### src/rtl/card_arb_pkg.sv
// card_arb_pkg
//   Shared definitions for the card board arbiter slice:
//   - arbiter FSM state encodings (2-bit binary)
//   - last-winner encoding used for round-robin tie break
//   - card status codes stored in entry bits [5:4]
//   - default geometry (locations, address width, entry width, counter width)
package card_arb_pkg;

  localparam int NUM_LOCS_DEF = 16;
  localparam int LOC_W_DEF    = 4;
  localparam int DATA_W_DEF   = 6;
  localparam int CNT_W_DEF    = 8;

  typedef enum logic [1:0] {
    ARB_IDLE  = 2'd0,
    ARB_GNT_A = 2'd1,
    ARB_GNT_B = 2'd2,
    ARB_LOCK  = 2'd3
  } arb_state_t;

  typedef enum logic {
    WIN_A = 1'b0,
    WIN_B = 1'b1
  } win_t;

  localparam logic [1:0] ST_SHOWN   = 2'b00;
  localparam logic [1:0] ST_HIDDEN  = 2'b01;
  localparam logic [1:0] ST_REMOVED = 2'b10;

endpackage

### src/rtl/card_board_ram.sv
// card_board_ram
//   NUM_LOCS x DATA_W register file holding the card board.
//   One write port, synchronous clear of every entry, registered read port.
//   Reads return the contents before any same-edge write or clear.
// Ports
//   Clk      in   system clock
//   Reset_n  in   synchronous active-low reset (clears entries and rd_data)
//   clr      in   clear all entries; overrides the write port
//   we       in   write enable
//   wr_loc   in   write address
//   wr_data  in   write data
//   rd_loc   in   read address
//   rd_data  out  mem[rd_loc], one cycle latency
module card_board_ram
  import card_arb_pkg::*;
#(
  parameter int NUM_LOCS = NUM_LOCS_DEF,
  parameter int LOC_W    = LOC_W_DEF,
  parameter int DATA_W   = DATA_W_DEF
) (
  input  logic              Clk,
  input  logic              Reset_n,
  input  logic              clr,
  input  logic              we,
  input  logic [LOC_W-1:0]  wr_loc,
  input  logic [DATA_W-1:0] wr_data,
  input  logic [LOC_W-1:0]  rd_loc,
  output logic [DATA_W-1:0] rd_data
);

  logic [DATA_W-1:0] mem [NUM_LOCS];

  always_ff @(posedge Clk) begin
    if (!Reset_n) begin
      for (int i = 0; i < NUM_LOCS; i++) mem[i] <= '0;
      rd_data <= '0;
    end else begin
      // Non-blocking read samples the pre-edge contents (read-before-write).
      rd_data <= mem[rd_loc];
      if (clr) begin
        for (int i = 0; i < NUM_LOCS; i++) mem[i] <= '0;
      end else if (we) begin
        mem[wr_loc] <= wr_data;
      end
    end
  end

endmodule

### src/rtl/card_board_arbiter.sv
// card_board_arbiter
//   Owns the card board memory and arbitrates writes between the gameplay
//   controller (A) and the cursor/highlight overlay (B) with a req/gnt
//   handshake. Ties alternate by last winner; A's lock stalls B entirely;
//   clr wipes the board and suppresses grants on that edge.
//   Optional build macro: CARD_ARB_STATS_EN enables the saturating
//   conflict counter; otherwise conflict_cnt is tied to zero.
// Ports
//   Clk           in   system clock
//   Reset_n       in   synchronous active-low reset
//   clr           in   clear every entry on the next edge
//   a_req/a_lock  in   A request (held until a_gnt) and exclusive lock
//   a_loc/a_data  in   A write address/data
//   a_gnt         out  one-cycle pulse: A write committed at previous edge
//   b_req         in   B request (held until b_gnt)
//   b_loc/b_data  in   B write address/data
//   b_gnt         out  one-cycle pulse: B write committed at previous edge
//   rd_loc        in   display read address
//   rd_data       out  mem[rd_loc], one cycle latency
//   conflict_cnt  out  saturating count of edges with a stalled request
module card_board_arbiter
  import card_arb_pkg::*;
#(
  parameter int NUM_LOCS = NUM_LOCS_DEF,
  parameter int LOC_W    = LOC_W_DEF,
  parameter int DATA_W   = DATA_W_DEF,
  parameter int CNT_W    = CNT_W_DEF
) (
  input  logic              Clk,
  input  logic              Reset_n,
  input  logic              clr,
  input  logic              a_req,
  input  logic              a_lock,
  input  logic [LOC_W-1:0]  a_loc,
  input  logic [DATA_W-1:0] a_data,
  output logic              a_gnt,
  input  logic              b_req,
  input  logic [LOC_W-1:0]  b_loc,
  input  logic [DATA_W-1:0] b_data,
  output logic              b_gnt,
  input  logic [LOC_W-1:0]  rd_loc,
  output logic [DATA_W-1:0] rd_data,
  output logic [CNT_W-1:0]  conflict_cnt
);

  arb_state_t        state_q, state_d;
  win_t              last_win_q;
  logic              a_elig, b_elig;
  logic              win_a, win_b;
  logic              wr_en;
  logic [LOC_W-1:0]  wr_loc;
  logic [DATA_W-1:0] wr_data;

  // The ~x_gnt terms stop a requester still holding req during its grant
  // cycle from being written twice for the same request.
  assign a_elig = a_req & ~a_gnt;
  assign b_elig = b_req & ~b_gnt & ~a_lock;

  always_comb begin
    win_a = 1'b0;
    win_b = 1'b0;
    if (!clr) begin
      if (a_elig && b_elig) begin
        win_a = (last_win_q == WIN_B);
        win_b = (last_win_q == WIN_A);
      end else begin
        win_a = a_elig;
        win_b = b_elig;
      end
    end
  end

  assign wr_en   = win_a | win_b;
  assign wr_loc  = win_a ? a_loc  : b_loc;
  assign wr_data = win_a ? a_data : b_data;

  // State register
  always_ff @(posedge Clk) begin
    if (!Reset_n) begin
      state_q    <= ARB_IDLE;
      last_win_q <= WIN_B;
    end else begin
      state_q <= state_d;
      if (win_a)      last_win_q <= WIN_A;
      else if (win_b) last_win_q <= WIN_B;
    end
  end

  // Next-state logic
  always_comb begin
    state_d = a_lock ? ARB_LOCK : ARB_IDLE;
    if (win_a)      state_d = ARB_GNT_A;
    else if (win_b) state_d = ARB_GNT_B;
  end

  // Outputs: grants are the registered GNT states, so each lasts one cycle.
  always_comb begin
    a_gnt = (state_q == ARB_GNT_A);
    b_gnt = (state_q == ARB_GNT_B);
  end

  card_board_ram #(
    .NUM_LOCS (NUM_LOCS),
    .LOC_W    (LOC_W),
    .DATA_W   (DATA_W)
  ) u_ram (
    .Clk     (Clk),
    .Reset_n (Reset_n),
    .clr     (clr),
    .we      (wr_en),
    .wr_loc  (wr_loc),
    .wr_data (wr_data),
    .rd_loc  (rd_loc),
    .rd_data (rd_data)
  );

`ifdef CARD_ARB_STATS_EN
  logic             stall;
  logic [CNT_W-1:0] cnt_q;

  function automatic logic [CNT_W-1:0] sat_inc(input logic [CNT_W-1:0] v);
    return (&v) ? v : v + 1'b1;
  endfunction

  // A requester outside its grant cycle that did not win this edge is stalled
  // (lost a tie, locked out, or blocked by clr). One increment per edge.
  assign stall = (a_elig & ~win_a) | (b_req & ~b_gnt & ~win_b);

  always_ff @(posedge Clk) begin
    if (!Reset_n)   cnt_q <= '0;
    else if (stall) cnt_q <= sat_inc(cnt_q);
  end

  assign conflict_cnt = cnt_q;
`else
  assign conflict_cnt = '0;
`endif

endmodule

### config.mk
export PLATFORM = sky130hd
export DESIGN_NAME = card_board_arbiter
export DESIGN_NICKNAME = d
export VERILOG_FILES = /design/src/rtl/card_arb_pkg.sv /design/src/rtl/card_board_ram.sv /design/src/rtl/card_board_arbiter.sv
export SDC_FILE = /design/constraint.sdc
export NUM_CORES = 1
export LEC_CHECK = 0
export BUFFER_PORTS_ARGS = -buffer_cell sky130_fd_sc_hd__buf_2
export CAP_MARGIN = 10
export CORE_MARGIN = 2
export CORE_UTILIZATION = 47
export CTS_CLUSTER_SIZE = 40
export DETAILED_ROUTE_END_ITERATION = 10
export GPL_TIMING_DRIVEN = 0
export PLACE_DENSITY = 0.74
export SLEW_MARGIN = 20
export SYNTH_ARGS = -nofsm -noshare
export SYNTH_HDL_FRONTEND = slang
export SYNTH_HIERARCHICAL = 1
export SYNTH_SLANG_ARGS = --single-unit
### constraint.sdc
create_clock -name Clk -period 5.8 [get_ports Clk]
set_input_delay 1.45 -clock Clk [delete_from_list [all_inputs] [get_ports Clk]]
set_output_delay 1.45 -clock Clk [all_outputs]
set_load 0.02 [all_outputs]
Yosys cells after proc, flatten, opt, wreduce, memory -nomap -nowiden. Memory sizes are Yosys's and may differ from the RTL's. A register that Yosys moved wholly into a read port is not among the register bits. Cells that the tools add are included.

Muxes and demuxes: 38. Bitwise logic cells: 25. Equality and inequality tests: 2. Reductions and logical operators: 5.

Operators by type and width (count): $mux 6 (18); $or 1x1->1 (17); $mux 1 (16); $mux 4 (2); $reduce_or 6->1 (1); $not 1->1 (5); $mux 2 (2); $and 1x1->1 (3); $eq 2x1->1 const B (1); $eq 2x2->1 const B (1); $reduce_bool 2->1 (1); $reduce_or 2->1 (1); $logic_and 1x1->1 (1); $logic_not 1->1 (1).

Input bits: 30. Word-level logic and storage cells: 74. Memories: 1. Bits in registers: 3. Memory bits (writable): 96.

Memory list: u_ram.mem (words 16, bits a word 6, rd ports 1, clocked after Yosys merged registers in 1, wr ports 16, RTL line card_board_ram.sv:31) `logic [DATA_W-1:0] mem [NUM_LOCS];`.

Depth between registers and ports, before layout. Gate-level depths: netlist (run 1).

Depth in word-level cells: 14. Mapped depth: 7.

By module. The synthesis (run 1) kept the hierarchy.

Modules (own cells, without submodules): card_board_ram (area each 4779.6 um^2, cells an instance 359, times used 1, sequential area each 3002.9 um^2); card_board_arbiter (area each 411.6 um^2, cells an instance 39, times used 1, sequential area each 60.1 um^2).

Least setup slack after synthesis (run 1). OpenSTA, ideal clock, no wires.

Path kind: input to register. Start point: input port a_lock. End point: memory u_ram/mem[12][0] in the netlist's numbering (enable). Path buffers: 0. Slack: 1900 ps. Arrival: 3523 ps. Stages: 5. Cell sequence: nand2b_1 or2_2 o21ai_0 nand4bb_1 o21ai_0.

RTL lines: start: declaration (RTL line card_board_arbiter.sv:33) `input logic a_lock,`; end: declaration (RTL line card_board_ram.sv:31).

==> flow_summary.yaml, run 1 <==
clock_tree:
  path_clk_slew_ns: 0.09
  cts_root_buf: "clkbuf_8"
  cts_tree: "done"
  holdBufCountCts: 0
  cts.repair.resized: 0
  cts_setup_buffers: 0
  cts_buffer_depth: 2
  clkSinkCount: 105
  clkLatencyLatePin_ns: 0.37
  htree_num_levels: 3
  cts_buffers: 9
logic_synthesis:
  synthCells: 398
  yosys.cell_types.count: 39
  syn_area_um2: 5190
  ys_warn_count: 6
  ys_seq_area_share_pct: 59.0
  postSynth.asyncResetShare_pct: 0
  synth_area_per_cell_um2: 13.0
  synth_seq_cells: 105
  synth_ff_type: "edfxtp_1"
  synth_edf_count: 96
worst_setup_path:
  critPathSlowestCell: "o21ai_0"
  crit_start: "a_lock"
  critPathTopFamily: "compound AO/OA/AOI/OAI gates"
  crit_buf_inv: 1
  cp-start-kind: "input port"
  r2r-end: "u_ram/mem[8][1]"
  cp_slowest_stage_delay_ns: 0.91
  worstSetupPathType: "input port to flip-flop"
  cp.arrival_ns: 4.19
  cp.required_ns: 5.80
  end_kind: "flip-flop"
  r2r-start: "state_q[1]"
  crit_chain: "buf_2 -> nand2b_1 -> or2_2 -> o21ai_0 -> nand4bb_1 -> o21ai_0"
  reg2reg_depth: 5
  reg2reg_slack_ns: 2.51
  critPathMostFrequentCell: "o21ai_0"
  crit_fanout: 7
placed_design:
  dpl.hpwl_um: 8300
  place_congestion: 0.841
  port_buffers: 35
  dpl_cell_area_um2: 5570
pwr:
  switching_share_pct: 22.3
  p_total_mw: 1.62
  intPower_mw: 1.26
  combPwrFrac_pct: 10.6
  peakVddDrop_mv: 0.110
  p_switching_mw: 0.361
  clockPowerShare_pct: 35.9
  p_per_area_nw_per_um2: 278
  seqPwrFrac_pct: 53.4
  power_leakage_nw: 2.46
finish:
  insertedDiodeCount: 0
  syn2layout_area_growth_pct: 12.4
  fin_nets: 481
  final_cell_area_um2: 5840
  layout-drive-gt1-share_pct: 20.0
  final_cell_mix: "and2_1 (96), edfxtp_1 (96), mux2i_1 (46)"
global_route:
  first_global_vias: 3125
  grt_pass1_wl_um: 17400
  grt_start_max_net_pins: 18
  antenna_found_initial: 0
  track_usage_pct: 20.4
  overflow: 0
detailed_routing:
  dr.pass1.iters: 4
  wl_per_cell_um: 19.0
  drc: 0
  drt_iter0_markers: 239
  ant_nets: 0
  wl_um: 11300
  vias_per_cell: 5.44
  vias: 3244
timing:
  slew_headroom_pct: 28.7
  tns_ns: 0
  setup_viol_count_final: 0
  hold_viol: 0
  period_minus_slack_ns: 4.19
  worstMarginPinSlew_ns: 1.06
  fmax_mhz: 239
  rsz0062_at_grt: "false"
  slew_violations: 0
  skew_ns: 0.0116
  final.period_utilization_pct: 72.3
min_path:
  hold_path_class: "flip-flop to flip-flop"
  min_delay_worst_endpoint: "last_win_q"
  min_path_cells: 1
  hp-start: "last_win_q"
outcome:
  status: "complete, no violations"
floorplanning:
  io_pins: 46
  row_count: 38
  fp.coreArea_um2: 10800
  initial_utilization_pct: 48.1
  die_area_um2: 11900
  die_w_um: 109
  die_y_um: 109
flow_run:
  drv_cap: 0
[Yosys cell counts (4+ instances only)]
library cell,n,area share [%]
a22oi_1,19,2.7
and2_1,96,12
buf_4,13,1.9
clkbuf_1,9,0.65
dfxtp_1,9,3.5
edfxtp_1,96,56
mux2_4,8,2.3
mux2i_1,46,8.9
nand2_1,15,1.1
nand2b_1,11,1.3
nand3_1,7,0.67
nor2_1,13,0.94
nor2b_1,4,0.48
nor3_2,4,0.77
o21ai_0,14,1.3
o22ai_1,5,0.60
[worst register-to-register path: stages (launching register included)]
cell and delay, ns:
dfxtp_1 0.32, nor2b_4 0.14, or2_2 0.30, o21ai_0 0.76, nand4bb_1 0.48, o21ai_0 0.91
[worst max-delay path by stage]
stage	to	slack, ns	cells past startpoint
finish	u_ram/mem[8][1]	1.61	6
global route	u_ram/mem[8][1]	1.41	6
CTS	u_ram/mem[12][2]	1.58	6
detailed placement	u_ram/mem[12][1]	1.18	6
global placement	u_ram/mem[12][0]	1.29	6
floorplan	u_ram/mem[12][0]	1.90	5
[kinds of logic after synthesis]
logic type             Yosys count  synth area share (%)
buffers and inverters           30                  3.40
multiplexers                    57                  12.1
flip-flops                     105                  59.0
AND/OR/NAND/NOR                160                  19.3
other                            1                0.0722
AO/OA/AOI/OAI                   45                  6.17
[per-stage QoR]
stage	util [%]	instances	setup WS [ns]	hold WS, ns
2_1_floorplan	-	405	1.90	0.554
3_3_place_gp	51.6	580	1.29	0.610
3_5_place_dp	51.6	580	1.18	0.641
4_1_cts	54.1	596	1.58	0.668
5_1_grt	54.1	596	1.41	0.713
6_report	54.1	596	1.61	0.665
[flip-flops by register name, summed over array words and instances, names as in the netlist]
signal,flops
u_ram/rd_data,6
u_ram/mem,96
state_q,2
last_win_q,1
[power by group through the flow]
stage / registers, mW / clock network [mW] / logic [mW]
2_1_floorplan: 0.885 / 0 / 0.112
3_3_place_gp: 0.882 / 0 / 0.167
3_5_place_dp: 0.884 / 0 / 0.171
4_1_cts: 0.867 / 0.590 / 0.172
5_1_grt: 0.870 / 0.618 / 0.185
6_report: 0.866 / 0.582 / 0.172
[area by class of cell]
cell class	instances	area (um2)
clock buffer	11	141
fill	896	4960
tap	140	175
timing repair buffer	35	175
multi-input combinational	270	1980
inverter	2	7.51
buffer	28	169
sequential	105	3060
clock inverter	5	128
[per-layer routing]
layer  vias up  GRT usage, %  share of wire, %
met2       154          33.7                49
li1       1522             -                 -
met1      1551          26.8                43
met4         0          9.25               1.8
met3        17          2.87               6.6
met5         -             0                 0
(Power assumes the default switching activity.)
==> run 2: changes to the inputs <==
- PLACE_DENSITY: 0.74 -> 0.77
- clock period: 5.8 -> 3.4 ns (I/O delays scaled with it)
==> run 2 against run 1 <==
  * Sequential share of layout area is 0.74 points higher
  * Clock power is 29% higher
  * Flip-flop and latch count stayed put
  * Critical path depth is 1 higher
  * Sequential power is 71% higher
  * Register-to-register slack worse by 1.9 ns
  * Via count is 1.9% higher
  * Total power is 56% higher
  * Non-clock buffer count stayed put
  * First-iteration DRC count is 8.8% higher
  * Design area is 1.4% lower
  * Critical path type unchanged
  * Highest routed layer unchanged
==> flow_summary.yaml, run 2 (synthesis results as in run 1) <==
clock_tree:
  htree_num_levels: 3
  path_clk_slew_ns: 0.09
  clkLatencyLatePin_ns: 0.36
  cts_buffers: 9
  cts_tree: "done"
  cts_setup_buffers: 0
  clkSinkCount: 105
  cts_root_buf: "clkbuf_8"
  cts_buffer_depth: 2
pwr:
  p_per_area_nw_per_um2: 438
  power_leakage_nw: 2.43
  peakVddDrop_mv: 0.207
finish:
  multi_input_area_um2: 1980
  reg_top3: "u_ram/mem: 96 flops, u_ram/rd_data: 6 flops, state_q: 2 flops"
  largest_register: "u_ram/mem"
  largest_register_ffs: 96
  seqCellArea_um2: 3060
  final_cell_mix: "and2_1 (96), edfxtp_1 (96), mux2i_1 (46)"
  insertedDiodeCount: 0
  fin_nets: 481
  instances_no_fill: 596
  syn2layout_area_growth_pct: 10.9
  num-fill-cells: 892
  layout-drive-gt1-share_pct: 19.5
  utilization_pct: 53.3
outcome:
  status: "complete, no violations"
flow_run:
  drv_cap: 0
placed_design:
  placedCellCount: 580
  place_congestion: 0.872
  dpl.hpwl_um: 8060
  port_buffers: 35
timing:
  fmax_mhz: 321
  period_minus_slack_ns: 3.11
  hold_viol: 0
  slew_headroom_pct: 34.1
  worstMarginPinSlew_ns: 0.978
  skew_ns: 0.0121
  final.period_utilization_pct: 91.6
  rsz0062_at_grt: "false"
  tns_ns: 0
  setup_viol_count_final: 0
  slew_violations: 0
min_path:
  hold_path_class: "flip-flop to flip-flop"
  min_path_cells: 1
global_route:
  antenna_found_initial: 0
  first_global_vias: 3179
  overflow: 0
  grt_pass1_wl_um: 17400
  track_usage_pct: 20.3
  grt_start_max_net_pins: 17
detailed_routing:
  vias: 3307
  wl_um: 11300
  drc: 0
  vias_per_cell: 5.55
  dr.pass1.iters: 5
  ant_nets: 0
  drt_iter0_markers: 260
  wl_per_cell_um: 18.9
worst_setup_path:
  cp.arrival_ns: 3.11
  worstSetupPathType: "input port to flip-flop"
  end_kind: "flip-flop"
  reg2reg_slack_ns: 0.59
  cp-start-kind: "input port"
  cp.required_ns: 3.40
  crit_fanout: 10
  reg2reg_depth: 6
floorplanning:
  row_count: 38
  die_w_um: 109
  initial_utilization_pct: 48.1
  die_y_um: 109
  io_pins: 46
  die_area_um2: 11900
  fp.coreArea_um2: 10800
-- run 2: metrics by stage --
stage	hold WS (ns)	worst slack [ns]	instance area, um2	total power [mW]
after CTS	0.636	0.0230	5760	2.53
after floorplan	0.554	0.0998	5220	1.70
final	0.634	0.286	5760	2.52
after detailed placement	0.613	-0.645	5570	1.80
after global routing	0.707	0.129	5760	2.61
after global placement	0.605	-0.551	5570	1.79
-- run 2: area by class of cell --
type                       instances  share of cell area, %
tap                              140                   3.04
multi-input combinational        270                   34.4
inverter                           2                  0.130
clock buffer                      11                   2.28
sequential                       105                   53.2
buffer                            28                   2.93
timing repair buffer              35                   3.04
clock inverter                     5                  0.978
-- run 2: timing repair --
action                                  in CTS  in global routing
pin swaps                                    0                  0
hold endpoints to repair                     0                  0
hold buffers                                 0                  0
gates resized for setup                      3                  1
endpoints found under the setup margin      18                 78
-- run 2: path summary, 6_finish.rpt --
path | start | to
min | last_win_q | last_win_q
max | a_lock | u_ram/mem[12][3]
max reg2reg | state_q[0] | u_ram/mem[12][3]
min reg2reg | last_win_q | last_win_q
-- run 2: critical path: stages --
cell and delay (ns):
buf_2 0.11, nand2b_1 0.18, o311ai_4 0.29, buf_6 0.21
mux2_4 0.36, nand4bb_1 0.44, o21ai_1 0.68
-- run 2: metal layers --
| layer | vias to the layer above | track usage, % | share of wire, % |
|---|---|---|---|
| li1 | 1531 | - | - |
| met1 | 1583 | 28.6 | 44 |
| met2 | 176 | 31.1 | 45 |
| met3 | 17 | 3.95 | 9.6 |
| met4 | 0 | 7.60 | 1.9 |
| met5 | - | 0 | 0 |
-- run 2: where the power goes --
part,switching [mW],internal [mW]
combinational,0.190,0.107
sequential,0.0184,1.46
clock,0.407,0.341
total,0.616,1.91
==> run 3: changes to the inputs <==
- PLACE_DENSITY: 0.77 -> 0.74
- clock period: 3.4 -> 3.55 ns (I/O delays scaled with it)
==> run 3 against run 2 <==
  * Clock skew shrank 0.0012 ns
  * Hold slack gained 0.028 ns
  * Clock power up 27%
  * Non-clock buffer count unchanged
  * Register-to-register slack improved by 0.09 ns
  * Critical path type unchanged
  * Critical endpoint is now u_ram/mem[13][0]
  * Largest cell class unchanged
==> flow_summary.yaml, run 3 (synthesis results as in run 1) <==
outcome:
  status: "complete, no violations"
global_route:
  met2_usage_pct: 33.7
  grt_pass1_wl_um: 17400
  grt_start_max_net_pins: 18
  first_global_vias: 3125
  overflow: 0
  use_met1_pct: 26.8
  antenna_found_initial: 0
  track_usage_pct: 20.4
  top_usage_layer: "met2"
  use_met3_pct: 2.87
worst_setup_path:
  crit_end: "u_ram/mem[13][0]"
  r2r-start: "state_q[1]"
  critPathSlowestCell: "o21ai_0"
  reg2reg_depth: 6
  worstSetupPathType: "input port to flip-flop"
  crit_start: "a_lock"
  r2r-end: "u_ram/mem[13][0]"
  cp.arrival_ns: 3.18
  end_kind: "flip-flop"
  crit_buf_inv: 2
  critPathTopFamily: "compound AO/OA/AOI/OAI gates"
  cp-start-kind: "input port"
  crit_chain: "buf_2 -> nand2b_1 -> o311ai_4 -> buf_6 -> mux2_4 -> nand4b_4 -> o21ai_0"
  cp.required_ns: 3.54
  cp_slowest_stage_delay_ns: 0.88
  crit_fanout: 10
  reg2reg_slack_ns: 0.68
  cp.depth: 7
detailed_routing:
  vias_per_cell: 5.44
  ant_nets: 0
  vias: 3242
  wl_per_cell_um: 19.0
  wl_um: 11300
  dr.pass1.iters: 5
  drt_iter0_markers: 241
  drc: 0
clock_tree:
  cts_buffers: 9
  clkSinkCount: 105
  cts_root_buf: "clkbuf_8"
  clkLatencyLatePin_ns: 0.37
  path_clk_slew_ns: 0.09
  cts_tree: "done"
  htree_num_levels: 3
  holdBufCountCts: 0
  cts_buffer_depth: 2
timing:
  hold_viol: 0
  worstMarginPinSlew_ns: 1.05
  final.period_utilization_pct: 89.8
  slew_violations: 0
  fmax_mhz: 314
  slew_headroom_pct: 29.2
  rsz0062_at_grt: "false"
  setup_viol_count_final: 0
  skew_ns: 0.0109
  period_minus_slack_ns: 3.19
floorplanning:
  fp.coreArea_um2: 10800
  die_y_um: 109
  die_area_um2: 11900
  io_pins: 46
  initial_utilization_pct: 48.1
  row_count: 38
  die_w_um: 109
pwr:
  p_total_mw: 2.65
  p_per_area_nw_per_um2: 454
  power_leakage_nw: 2.46
  peakVddDrop_mv: 0.180
placed_design:
  port_buffers: 35
  place_congestion: 0.841
  dpl.hpwl_um: 8300
  placedCellCount: 580
  dpl_cell_area_um2: 5570
finish:
  utilization_pct: 54.1
  reg_top3: "u_ram/mem: 96 flops, u_ram/rd_data: 6 flops, state_q: 2 flops"
  num-fill-cells: 896
  fin_nets: 481
  final_cell_area_um2: 5840
  final_cell_mix: "and2_1 (96), edfxtp_1 (96), mux2i_1 (46)"
  largest_register_ffs: 96
  insertedDiodeCount: 0
  largest_register: "u_ram/mem"
  instances_no_fill: 596
  syn2layout_area_growth_pct: 12.4
  layout-drive-gt1-share_pct: 20.0
min_path:
  hold_path_class: "flip-flop to flip-flop"
flow_run:
  drv_cap: 0
## run 3: changes by cell type in the layout (fill, tap and decap cells not counted), sizes merged
cell	before	now
bufinv	1	4
clkinvlp	0	1
clkinv	4	0
## run 3: final cells by class
type	instances	area, um2	area share, %
clock inverter	5	128	2.19
tap	140	175	3.00
timing repair buffer	35	175	3.00
buffer	28	169	2.89
inverter	2	7.51	0.129
clock buffer	11	141	2.42
multi-input combinational	270	1980	33.9
sequential	105	3060	52.5
## run 3: stage by stage
step           setup TNS (ns)  worst slack, ns  hold slack, ns
2_1_floorplan               0            0.212           0.554
3_3_place_gp            -8.98           -0.394           0.610
3_5_place_dp           -17.56           -0.506           0.641
4_1_cts                     0           0.0346           0.668
5_1_grt                     0            0.253           0.713
6_report                    0            0.364           0.663
## run 3: worst register-to-register path: stages (launching register included)
cell and delay [ns]:
dfxtp_1 0.32, nor2b_4 0.14, o311ai_4 0.33, buf_6 0.21, mux2_4 0.36, nand4b_4 0.25, o21ai_0 0.88
## run 3: metal layers
layer | up-vias | routed length, um
met4 | 0 | 204
met2 | 148 | 5530
met1 | 1555 | 4880
met5 | - | 0
li1 | 1522 | -
met3 | 17 | 719
## run 3: power breakdown
group	internal [mW]	switching, mW	total [mW]
Clock	0.559	0.391	0.950
Combinational	0.102	0.180	0.282
Sequential	1.40	0.0173	1.42
Total	2.06	0.589	2.65
## run 3: how the worst min path moves through the flow
stage                               start          endpoint  depth (start not counted)  slack (ns)
after global placement         last_win_q        last_win_q                          1        0.61
after global routing           last_win_q        last_win_q                          1        0.71
after detailed placement       last_win_q        last_win_q                          1        0.64
after CTS                      last_win_q        last_win_q                          1        0.67
after floorplan           u_ram/mem[4][3]  u_ram/rd_data[3]                          4        0.55
final                          last_win_q        last_win_q                          1        0.66
## run 3: timing repair
item,in CTS,in global routing
endpoints found under the setup margin,12,12
buffers inserted,0,0
pin swaps,0,0
resized for setup,2,2
